File: src/rtl/rs_pkg.sv
// Shared RS(204,188) constants, GF(2^8) helpers and FSM state type.
// Used by both the encoder and the decoder.
package rs_pkg;

  localparam int RS_N = 204;
  localparam int RS_K = 188;
  localparam int NPAR = 16;
  localparam logic [8:0] PRIM = 9'h11D;

  typedef enum logic {
    DATA,
    PARITY
  } rs_state_e;

  function automatic logic [7:0] gf_mul(
    input logic [7:0] a,
    input logic [7:0] b
  );
    logic [7:0] p;
    logic [7:0] x;
    p = '0;
    x = a;
    for (int i = 0; i < 8; i++) begin
      if (b[i]) p = p ^ x;
      if (x[7]) x = (x << 1) ^ PRIM[7:0];
      else      x = x << 1;
    end
    return p;
  endfunction

  // g(x) = prod (x + alpha^i), i = 0..15; entry j is the x^j coefficient.
  function automatic logic [NPAR-1:0][7:0] gen_poly();
    logic [NPAR:0][7:0] g;
    logic [7:0] root;
    g    = '0;
    g[0] = 8'h01;
    root = 8'h01;
    for (int i = 0; i < NPAR; i++) begin
      for (int j = NPAR; j > 0; j--)
        g[j] = g[j-1] ^ gf_mul(g[j], root);
      g[0] = gf_mul(g[0], root);
      root = gf_mul(root, 8'h02);
    end
    return g[NPAR-1:0];
  endfunction

  localparam logic [NPAR-1:0][7:0] GEN = gen_poly();

endpackage

File: src/rtl/rs_gf_mul_const.sv
// GF(2^8) multiply by a fixed coefficient; folds to an XOR network.
module rs_gf_mul_const
  import rs_pkg::*;
#(
  parameter logic [7:0] C = 8'h01
) (
  input  logic [7:0] a_i,
  output logic [7:0] y_o
);

  assign y_o = gf_mul(a_i, C);

endmodule

File: src/rtl/rs_enc.sv
// Systematic RS(N,K) encoder: data passes through, then 16 parity bytes
// drained from a generator-polynomial LFSR.
module rs_enc
  import rs_pkg::*;
#(
  parameter int N = RS_N,
  parameter int K = RS_K
) (
  input  logic       clk,
  input  logic       reset,
  input  logic       CE,
  input  logic [7:0] input_byte,
  output logic       in_ready,
  output logic [7:0] Out_byte,
  output logic       CEO,
  output logic       Valid_out
);

  localparam int CW = $clog2(N + 1);

  rs_state_e state_q, state_d;
  logic [CW-1:0] cnt_q, cnt_d;
  logic [NPAR-1:0][7:0] lfsr_q, lfsr_d;
  logic [NPAR-1:0][7:0] prod;
  logic [7:0] out_q, out_d;
  logic [7:0] fb;
  logic ceo_q;
  logic valid_q, valid_d;

  assign fb = input_byte ^ lfsr_q[NPAR-1];

  for (genvar j = 0; j < NPAR; j++) begin : g_mul
    rs_gf_mul_const #(
      .C (GEN[j])
    ) u_mul (
      .a_i (fb),
      .y_o (prod[j])
    );
  end

  always_comb begin
    state_d = state_q;
    cnt_d   = cnt_q;
    lfsr_d  = lfsr_q;
    out_d   = out_q;
    valid_d = valid_q;
    if (CE) begin
      valid_d = 1'b1;
      unique case (state_q)
        DATA: begin
          out_d  = input_byte;
          lfsr_d = {lfsr_q[NPAR-2:0], 8'h00} ^ prod;
          if (cnt_q == CW'(K - 1)) begin
            state_d = PARITY;
            cnt_d   = '0;
          end else begin
            cnt_d = cnt_q + CW'(1);
          end
        end
        PARITY: begin
          out_d  = lfsr_q[NPAR-1];
          lfsr_d = {lfsr_q[NPAR-2:0], 8'h00};
          if (cnt_q == CW'(NPAR - 1)) begin
            state_d = DATA;
            cnt_d   = '0;
            lfsr_d  = '0;
          end else begin
            cnt_d = cnt_q + CW'(1);
          end
        end
      endcase
    end else if (state_q == DATA && cnt_q == '0) begin
      // Idle between codewords: drop Valid after the last parity byte.
      valid_d = 1'b0;
    end
  end

  always_ff @(posedge clk or negedge reset) begin
    if (!reset) begin
      state_q <= DATA;
      cnt_q   <= '0;
      lfsr_q  <= '0;
      out_q   <= '0;
      ceo_q   <= 1'b0;
      valid_q <= 1'b0;
    end else begin
      state_q <= state_d;
      cnt_q   <= cnt_d;
      lfsr_q  <= lfsr_d;
      out_q   <= out_d;
      ceo_q   <= CE;
      valid_q <= valid_d;
    end
  end

  assign in_ready  = (state_q == DATA);
  assign Out_byte  = out_q;
  assign CEO       = ceo_q;
  assign Valid_out = valid_q;

endmodule

File: config.mk
export PLATFORM = sky130hd
export DESIGN_NAME = rs_enc
export DESIGN_NICKNAME = d
export VERILOG_FILES = /design/src/rtl/rs_pkg.sv /design/src/rtl/rs_gf_mul_const.sv /design/src/rtl/rs_enc.sv
export SDC_FILE = /design/constraint.sdc
export NUM_CORES = 1
export LEC_CHECK = 0
export BUFFER_PORTS_ARGS = -buffer_cell sky130_fd_sc_hd__buf_4
export CAP_MARGIN = 40
export CORE_ASPECT_RATIO = 0.6
export CORE_MARGIN = 2
export CORE_UTILIZATION = 45
export DETAILED_ROUTE_END_ITERATION = 10
export PLACE_DENSITY = 0.7
export SKIP_CTS_REPAIR_TIMING = 1
export SLEW_MARGIN = 20
export SYNTH_ARGS = -nofsm -noshare
export SYNTH_HDL_FRONTEND = slang
export SYNTH_SLANG_ARGS = --single-unit
File: constraint.sdc
create_clock -name clk -period 3.2 [get_ports clk]
set_input_delay 0.16 -clock clk [delete_from_list [all_inputs] [get_ports clk]]
set_output_delay 0.16 -clock clk [all_outputs]
set_load 0.02 [all_outputs]
# Yosys cells after proc, flatten, opt, wreduce, memory -nomap -nowiden
# Index checks and enable logic that the tools add are counted.
# op_classes
n_addsub	1
eq_ne	2
muxes	18
bitwise	41
reduce_logical	3
# op_table
operator	count
one-hot mux 128 bit (2 select lines)	1
XOR 8 bit	32
two-way mux 128 bit	1
XOR 128 bit	1
two-way mux 5 bit	7
one-hot mux 8 bit (2 select lines)	2
NOT 4 bit	7
two-way mux 8 bit	2
adder 8 x 1 -> 8 bit, second input constant	1
equality test 8 x 4 -> 1 bit, second input constant	1
equality test 8 bit, second input constant	1
logical NOT 8 bit	1
two-way mux 1 bit	4
one-hot mux 1 bit (2 select lines)	1
nonzero test 2 bit	1
logical AND 1 bit	1
NOT 1 bit	1
# totals
ff_bits	147
in_bits	11
output_inout_bits	11
wordCells	86

# Longest topological paths before layout
# Gate-level depths: netlist of run 1.
# logic_depth
ltp_word	18
mapped_depth	8
mapped_depth_nobuf	6

# By module
# From an unflattened synthesis of run 1, not the netlist that was laid out.
# unflattened
cells_unflattened	889
area_unflattened_um2	10313.6
# modules_own_cells
module	instances	cells_per_inst	area_each_um2	seq_area_each_um2
rs_enc	1	649	7350.8	3678.5
rs_gf_mul_const (g_mul[4].u_mul)	1	18	292.8	0.0
rs_gf_mul_const (g_mul[10].u_mul)	1	17	261.5	0.0
rs_gf_mul_const (g_mul[9].u_mul)	1	16	226.5	0.0
rs_gf_mul_const (g_mul[12].u_mul)	1	16	219.0	0.0
rs_gf_mul_const (g_mul[7].u_mul)	1	15	212.7	0.0
rs_gf_mul_const (g_mul[3].u_mul)	1	15	202.7	0.0
rs_gf_mul_const (g_mul[15].u_mul)	1	13	188.9	0.0
rs_gf_mul_const (g_mul[13].u_mul)	1	18	186.4	0.0
rs_gf_mul_const (g_mul[1].u_mul)	1	14	186.4	0.0
rs_gf_mul_const (g_mul[0].u_mul)	1	15	180.2	0.0
rs_gf_mul_const (g_mul[14].u_mul)	1	17	180.2	0.0
rs_gf_mul_const (g_mul[11].u_mul)	1	14	138.9	0.0
rs_gf_mul_const (g_mul[5].u_mul)	1	15	138.9	0.0
3 more rows	n/a	n/a	n/a	n/a

# Worst setup path after synthesis of run 1
# OpenSTA, ideal clock, no wires.
# synth_path
path_type	reg2reg
from	reg lfsr_q[122] in the netlist's numbering
to	reg lfsr_q[37] in the netlist's numbering
setup_ns	0.124
t_arrival_ns	2.188
required_ns	3.076
path_slack_ns	0.888
stages_incl_launch_ff	8
path_buffers	1
synth_period_minus_slack_ns	2.312
path_cell_list	dfrtp_1 -> xnor2_1 -> buf_2 -> xnor3_1 -> xnor2_1 -> xnor2_1 -> o211a_1 -> a211o_1
# synth_between
elab_chain_cells	9
# synth_lines
element	line_no	text
start, declared	rs_enc.sv:23	logic [NPAR-1:0][7:0] lfsr_q, lfsr_d;
start signal, assigned	rs_enc.sv:89	lfsr_q <= lfsr_d;
XOR 8 bit *	rs_enc.sv:30	assign fb = input_byte ^ lfsr_q[NPAR-1];
NOT 4 bit (no source line)	n/a	
two-way mux 5 bit *	rs_pkg.sv:25	if (x[7]) x = (x << 1) ^ PRIM[7:0];
NOT 4 bit (no source line)	n/a	
two-way mux 5 bit *	rs_pkg.sv:25	
two-way mux 5 bit *	n/a	
XOR 8 bit *	rs_pkg.sv:24	if (b[i]) p = p ^ x;
XOR 128 bit *	rs_enc.sv:52	lfsr_d = {lfsr_q[NPAR-2:0], 8'h00} ^ prod;
one-hot mux 128 bit (2 select lines) *	rs_enc.sv:49	unique case (state_q)
# Every way passes the cells marked *; elsewhere a longest branch is shown, timed or not.
# A chain may end at the register's enable or synchronous reset.

# Worst setup path in the final report of run 1
# layout_path
from	reg lfsr_q[127] in the netlist's numbering
to	reg lfsr_q[76] in the netlist's numbering
# layout_between
elab_chain_cells	10
word_cells_on_any_way	11
cone_classes	mux: 4; bitwise: 7
# layout_lines
element	line_no
XOR 8 bit *	rs_enc.sv:30
two-way mux 5 bit *	rs_pkg.sv:25
NOT 4 bit (no source line)	n/a
two-way mux 5 bit	rs_pkg.sv:25
NOT 4 bit (no source line)	n/a
two-way mux 5 bit	rs_pkg.sv:25
XOR 8 bit * (2 in series)	rs_pkg.sv:24
XOR 128 bit *	rs_enc.sv:52
one-hot mux 128 bit (2 select lines) *	rs_enc.sv:49
# Marks and branches as above.

==> results of run 1 <==
-- layer usage --
metal,share of wire,track usage,vias up
met5,0,0,-
met4,0.010,0.0539,0
met3,0.092,0.0661,20
met2,0.40,0.315,264
met1,0.50,0.386,3290
li1,-,-,2976
-- Yosys cell counts, types with 3 or more instances --
library cell  instances  area share
a31o_2                8      0.0080
buf_1                 8      0.0034
o211ai_1             11      0.0095
or2_2                11      0.0079
xnor2_2              10       0.019
nor2_1              116       0.050
buf_2                 3      0.0017
xnor3_1              16       0.041
xor2_1               43       0.043
a31oi_1               9      0.0065
a22o_1               30       0.030
mux2_2               19       0.025
nand2_1              40       0.017
nor2b_1               6      0.0043
nand3_1               4      0.0023
inv_1                20      0.0086
clkbuf_1             46       0.020
mux2i_1              11       0.013
xnor2_1             133        0.13
a22oi_1              24       0.021
o22ai_1              14       0.010
dfrtp_1             147        0.42
or3_1                 9      0.0065
a221oi_1              4      0.0040
nand4_1               5      0.0036
a32oi_1              12       0.012
a21oi_1              63       0.036
-- worst max path at each step --
stage               slack [ns]    endpoint         from  depth (start not counted)
finish                    0.43  lfsr_q[76]  lfsr_q[127]                          6
global placement          0.52  lfsr_q[32]  lfsr_q[126]                          8
CTS                       0.47  lfsr_q[76]  lfsr_q[127]                          6
floorplan                 0.89  lfsr_q[37]  lfsr_q[122]                          7
detailed placement        0.48  lfsr_q[76]  lfsr_q[127]                          6
global route              0.29  lfsr_q[76]  lfsr_q[127]                          6
-- registers in the layout, indices dropped and copies added, names as in the netlist --
name / count
cnt_q: 8
Out_byte: 8
lfsr_q: 128
CEO: 1
Valid_out: 1
state_q: 1
-- area by class of cell --
cell class                      count  area (um^2)
Timing Repair Buffer               53          457
Multi-Input combinational cell    631         4770
Sequential cell                   147         3680
Fill cell                        1680         9100
Clock inverter                     13          160
Inverter                           20         75.1
Tap cell                          246          308
Clock buffer                       19          433
-- kinds of logic (layout without fill, tap and decap cells) --
kind of cell | after synthesis | after routing | share of synthesized area
buffers and inverters | 79 | 105 | 0.0353
xor gates and xnor gates | 207 | 207 | 0.249
adders and majority gates | 2 | 2 | 0.00287
muxes | 31 | 31 | 0.0389
and+or+nand+nor | 203 | 203 | 0.102
AOI/OAI and AO/OA | 188 | 188 | 0.149
DFF | 147 | 147 | 0.422
-- layout by cell type, fill, tap and decap left out, types with 3 or more instances in the layout --
cell type and instances:
a22oi_1 24, or2_2 11, a31oi_1 9, o211ai_1 11, nand4_1 5, mux2i_1 11, a221oi_1 4, a32oi_1 12
xnor2_2 14, a22o_1 30, clkbuf_16 17, xor2_1 43, clkinv_2 3, xnor3_1 16, mux2_2 19, or3_1 9
a31o_2 8, xnor2_1 129, o22ai_1 14, a21oi_1 62, dfrtp_1 146, bufinv_16 3, buf_6 3, inv_1 19
clkinvlp_4 5, nor2b_1 6, buf_4 46, nor2_1 115, nand3_1 4, nand2_1 40
-- critical path: cells and delay by family (launching register included) --
family          cells  cell delay, ns
compound gates      2            0.31
xor+xnor            3            1.58
flops               1            0.47
mux                 1            0.31
-- through the flow --
step	std cells	cell area [um^2]	setup slack (ns)	hold WS [ns]
after floorplan	857	8710	0.888	-0.136
after global placement	1094	9240	0.522	0.265
after detailed placement	1095	9250	0.482	0.258
after CTS	1127	9850	0.467	-0.193
after global routing	1129	9880	0.289	0.103
final	1129	9880	0.430	0.0771
==> impl_metrics.csv, run 1 <==
group,metric,value,unit
floorplanning,ioPinCount,22,
drt,drt-total-wl,23.7,mm
run,maxCapViolCount,0,
sta,slew_headroom,0.467,
worst_hold_path,holdCritStartpoint,"input_byte[1]",
clocking,clk_pin_slew,0.06,ns
cells_and_area,finish.utilization,0.521,
drt,wl_per_cell,21.0,um
synth,async_flop_share,1.00,
sta,fmax,361,MHz
synth,synthesis.nets,870,
worst_setup_path,path_cells,"xor2_2 > xnor3_1 > xor2_1 > mux2i_1 > o2bb2ai_1 > a31o_2",
worst_setup_path,reg2reg_from,"lfsr_q[127]",
floorplanning,chipHeight,112,um
clocking,cts_max_level,4,
synth,synthCells,857,
synth,synthFlopType,"dfrtp_1",
cells_and_area,final_layout_size_suffix_gt1_frac,0.162,
synth,yosysWarnings,0,
drt,drc_errors,0,
sta,skew,0.0108,ns
worst_setup_path,reg2reg_setup_slack,0.43,ns
synth,synth_edf_count,0,
worst_setup_path,cp-end-kind,"flop",
cells_and_area,fin_nets,883,
placement,port-buffer-count,21,
global_route,track_usage,0.240,
drt,drtIter0Drc,737,
floorplanning,dieArea,20500,um^2
worst_setup_path,slowest_stage,"xnor3_1",
placement,place.gp.congestion,0.859,
global_route,grt_max_degree,150,
worst_setup_path,path_max_fanout,11,
global_route,antenna_found_initial,0,
global_route,grt_pass1_vias,6112,
sta,rsz0062_at_grt,"false",
worst_setup_path,reg2reg_depth,6,
outcome,status,"complete, no violations",
drt,via_per_inst,5.80,
synth,netlist_area,8710,um^2
global_route,overflow,0,
synth,syn-mean-instance-area,10.2,um^2
clocking,numCtsBuffers,17,
sta,fin_crit_sh,0.866,
worst_hold_path,holdPathEnd,"Out_byte[1]",
cells_and_area,area_growth,13.5,%
sta,worst_pin_slew,0.796,ns
synth,synth_seq_cells,147,
clocking,cts-root-buf,"clkbuf_16",
synth,ys_seq_area_frac,0.422,
global_route,grt_pass1_wl,37.2,mm
clocking,cts_tree,"done",
worst_setup_path,r2r_end,"lfsr_q[76]",
drt,drtAntennaViolNets,0,
worst_setup_path,slowest_delay,0.75,ns
worst_hold_path,holdCritPathClass,"in -> reg",
clocking,clk_path_buf_depth,2,
sta,final_max_slew_viol_count,0,
clocking,cts_sinks,147,
synth,yosysUniqueCellTypes,51,
sta,fin_setup_tns,0,ns
floorplanning,core-area,19000,um^2
sta,timing.final.crit_period,2.77,ns
worst_setup_path,path_class,"reg -> reg",
cells_and_area,antennaDiodeCount,0,
clocking,clk_latency,0.42,ns
sta,hold_viol,0,
placement,place_hpwl,15.6,mm
floorplanning,initial_core_util,0.459,
floorplanning,die_w,184,um
worst_setup_path,crit_path_start_kind,"flop",
sta,setup_viol,0,
drt,vias,6550,
worst_setup_path,worstPathRequired,3.52,ns
worst_setup_path,worst_ep_arrival_time,3.09,ns
worst_hold_path,min_path_cells,3,
floorplanning,fp-row-count,39,
drt,drtPass1Iterations,5,
Power of run 1 is not shown: default switching activity piles up to over one toggle a cycle in this logic, so the estimate is an artifact.
==> inputs of run 2 (changes only) <==
Settings changed: PLACE_DENSITY 0.7 to 0.69, SYNTH_HIERARCHICAL set to 1.
==> impl_metrics.csv, run 2 <==
group,metric,value,unit
cells_and_area,area_growth,14.5,%
drt,highest_layer,"met4",
drt,wl_met3,875,um
worst_setup_path,reg2reg_setup_slack,0.60,ns
drt,drt-total-wl,22.8,mm
sta,fmax,385,MHz
synth,synth.top_cell.area_share,0.357,
cells_and_area,largest_reg_flops,128,
synth,ys_seq_area_frac,0.357,
global_route,grt_max_degree,104,
placement,place.gp.congestion,0.794,
synth,synth_seq_cells,147,
worst_hold_path,min_path_cells,3,
worst_setup_path,slowest_delay,0.49,ns
drt,drc_errors,0,
clocking,cts-root-buf,"clkbuf_16",
worst_hold_path,holdPathEnd,"Out_byte[2]",
sta,hold_viol,0,
worst_setup_path,cp.buffers_inverters,1,
cells_and_area,antennaDiodeCount,0,
worst_setup_path,reg2reg_from,"lfsr_q[127]",
worst_setup_path,path_class,"reg -> reg",
synth,syn-mean-instance-area,11.6,um^2
worst_hold_path,holdCritPathClass,"in -> reg",
worst_setup_path,critical_path.top_delay_family,"XOR/XNOR gates",
worst_setup_path,path_max_fanout,27,
outcome,status,"complete, no violations",
global_route,overflow,0,
clocking,cts_tree,"done",
cells_and_area,final_common_cell,"xnor2_1",
drt,via_per_inst,5.19,
synth,synth_edf_count,0,
placement,port-buffer-count,21,
drt,wl_met1,12.3,mm
drt,drtAntennaViolNets,0,
worst_setup_path,cp-end-kind,"flop",
floorplanning,dieArea,24200,um^2
floorplanning,die_w,199,um
synth,synth_area_leaders,"dfrtp_1, xnor2_1, o2bb2ai_1, nor2b_1, xnor3_1",
worst_setup_path,path_cells,"xor2_4 > buf_4 > xnor2_1 > xnor3_1 > nor2b_1 > xnor2_1 > o2bb2ai_1",
placement,dpl.cell_count,1199,
synth,synthFlopType,"dfrtp_1",
synth,yosys.area.top_type,"dfrtp_1",
clocking,clk_path_buf_depth,2,
cells_and_area,fin_nets,924,
synth,yosysWarnings,6,
placement,place_hpwl,14.0,mm
drt,vias,6390,
synth,synth_common_cells,"xnor2_1, dfrtp_1, nor2b_1",
worst_hold_path,holdCritStartpoint,"input_byte[2]",
clocking,cts_sinks,147,
worst_setup_path,worstPathRequired,3.52,ns
worst_setup_path,reg2reg_depth,7,
clocking,clk_pin_slew,0.07,ns
run,maxCapViolCount,0,
worst_setup_path,path_common_cell,"xnor2_1",
worst_setup_path,slowest_stage,"buf_4",
floorplanning,initial_core_util,0.463,
sta,worst_pin_slew,0.700,ns
sta,setup_viol,0,
synth,synth.most_common_cell,"xnor2_1",
sta,timing.final.crit_period,2.60,ns
clocking,cts_max_level,4,
sta,holdWs,0.0656,ns
synth,yosysUniqueCellTypes,42,
sta,skew,0.0138,ns
sta,fin_setup_tns,0,ns
sta,fin_crit_sh,0.813,
drt,drtPass1Iterations,4,
cells_and_area,regMostFlops,"lfsr_q",
sta,slew_headroom,0.533,
floorplanning,chipHeight,121,um
drt,wl_per_cell,18.5,um
floorplanning,fp-row-count,42,
worst_setup_path,worst_ep_arrival_time,2.92,ns
floorplanning,ioPinCount,22,
sta,rsz0062_at_grt,"false",
sta,final_max_slew_viol_count,0,
worst_setup_path,cp-startpoint,"lfsr_q[127]",
global_route,grt_pass1_vias,6565,
cells_and_area,final_cells,1231,
synth,synthCells,889,
global_route,antenna_found_initial,0,
synth,netlist_area,10300,um^2
clocking,clk_latency,0.45,ns
floorplanning,core-area,22300,um^2
drt,drtIter0Drc,387,
synth,async_flop_share,1.00,
worst_setup_path,r2r_end,"lfsr_q[32]",
global_route,grt_pass1_wl,37.7,mm
drt,dr_wl_met2,9.40,mm
clocking,numCtsBuffers,17,
synth,synthesis.nets,902,
worst_setup_path,crit_path_start_kind,"flop",
cells_and_area,layout_common_cells,"xnor2_1, dfrtp_1, nor2b_1",
cells_and_area,final_layout_size_suffix_gt1_frac,0.139,
global_route,track_usage,0.205,
-- run 2: logic make-up (layout without fill, tap and decap cells) --
| logic type | Yosys count | count (layout) | synth area share |
|---|---|---|---|
| adders and majority gates | 2 | 2 | 0.00243 |
| DFF | 147 | 147 | 0.357 |
| muxes | 9 | 9 | 0.00874 |
| xor gates and xnor gates | 362 | 362 | 0.392 |
| and+or+nand+nor | 166 | 166 | 0.0969 |
| AOI/OAI and AO/OA | 145 | 145 | 0.117 |
| buffers and inverters | 58 | 92 | 0.0257 |
-- run 2: area by class of cell --
class                      count  area [um^2]
sequential                   147         3680
timing repair buffer          55          552
clock buffer                  21          460
fill                        1947        10500
multi-input combinational    684         6530
clock inverter                10          180
tap                          308          385
inverter                       6         25.0
-- run 2: tightest hold or removal path: cells and delay by family --
kind	cells	cell delay (ns)
multiplexers	1	0.06
AO/OA/AOI/OAI	1	0.13
buffers and inverters	1	0.12
-- run 2: worst max-delay path by stage --
stage	end	cells after the start
6_report	lfsr_q[32]	7
5_1_grt	lfsr_q[32]	7
4_1_cts	lfsr_q[32]	7
3_5_place_dp	lfsr_q[32]	7
3_3_place_gp	lfsr_q[32]	7
2_1_floorplan	lfsr_q[32]	6
-- run 2: layer usage --
layer,up-vias,GRT usage
met4,0,0.0412
met1,3226,0.324
met5,-,0
li1,3059,-
met2,93,0.282
met3,12,0.0511
-- run 2: per-stage QoR --
step | utilization | cell area, um^2 | worst slack (ns)
6_report | 0.530 | 11800 | 0.600
5_1_grt | 0.530 | 11800 | 0.457
4_1_cts | 0.530 | 11800 | 0.603
3_5_place_dp | 0.501 | 11200 | 0.633
3_3_place_gp | 0.500 | 11100 | 0.659
2_1_floorplan | - | 10500 | 0.0881
Power of run 2 is left out for the same reason.
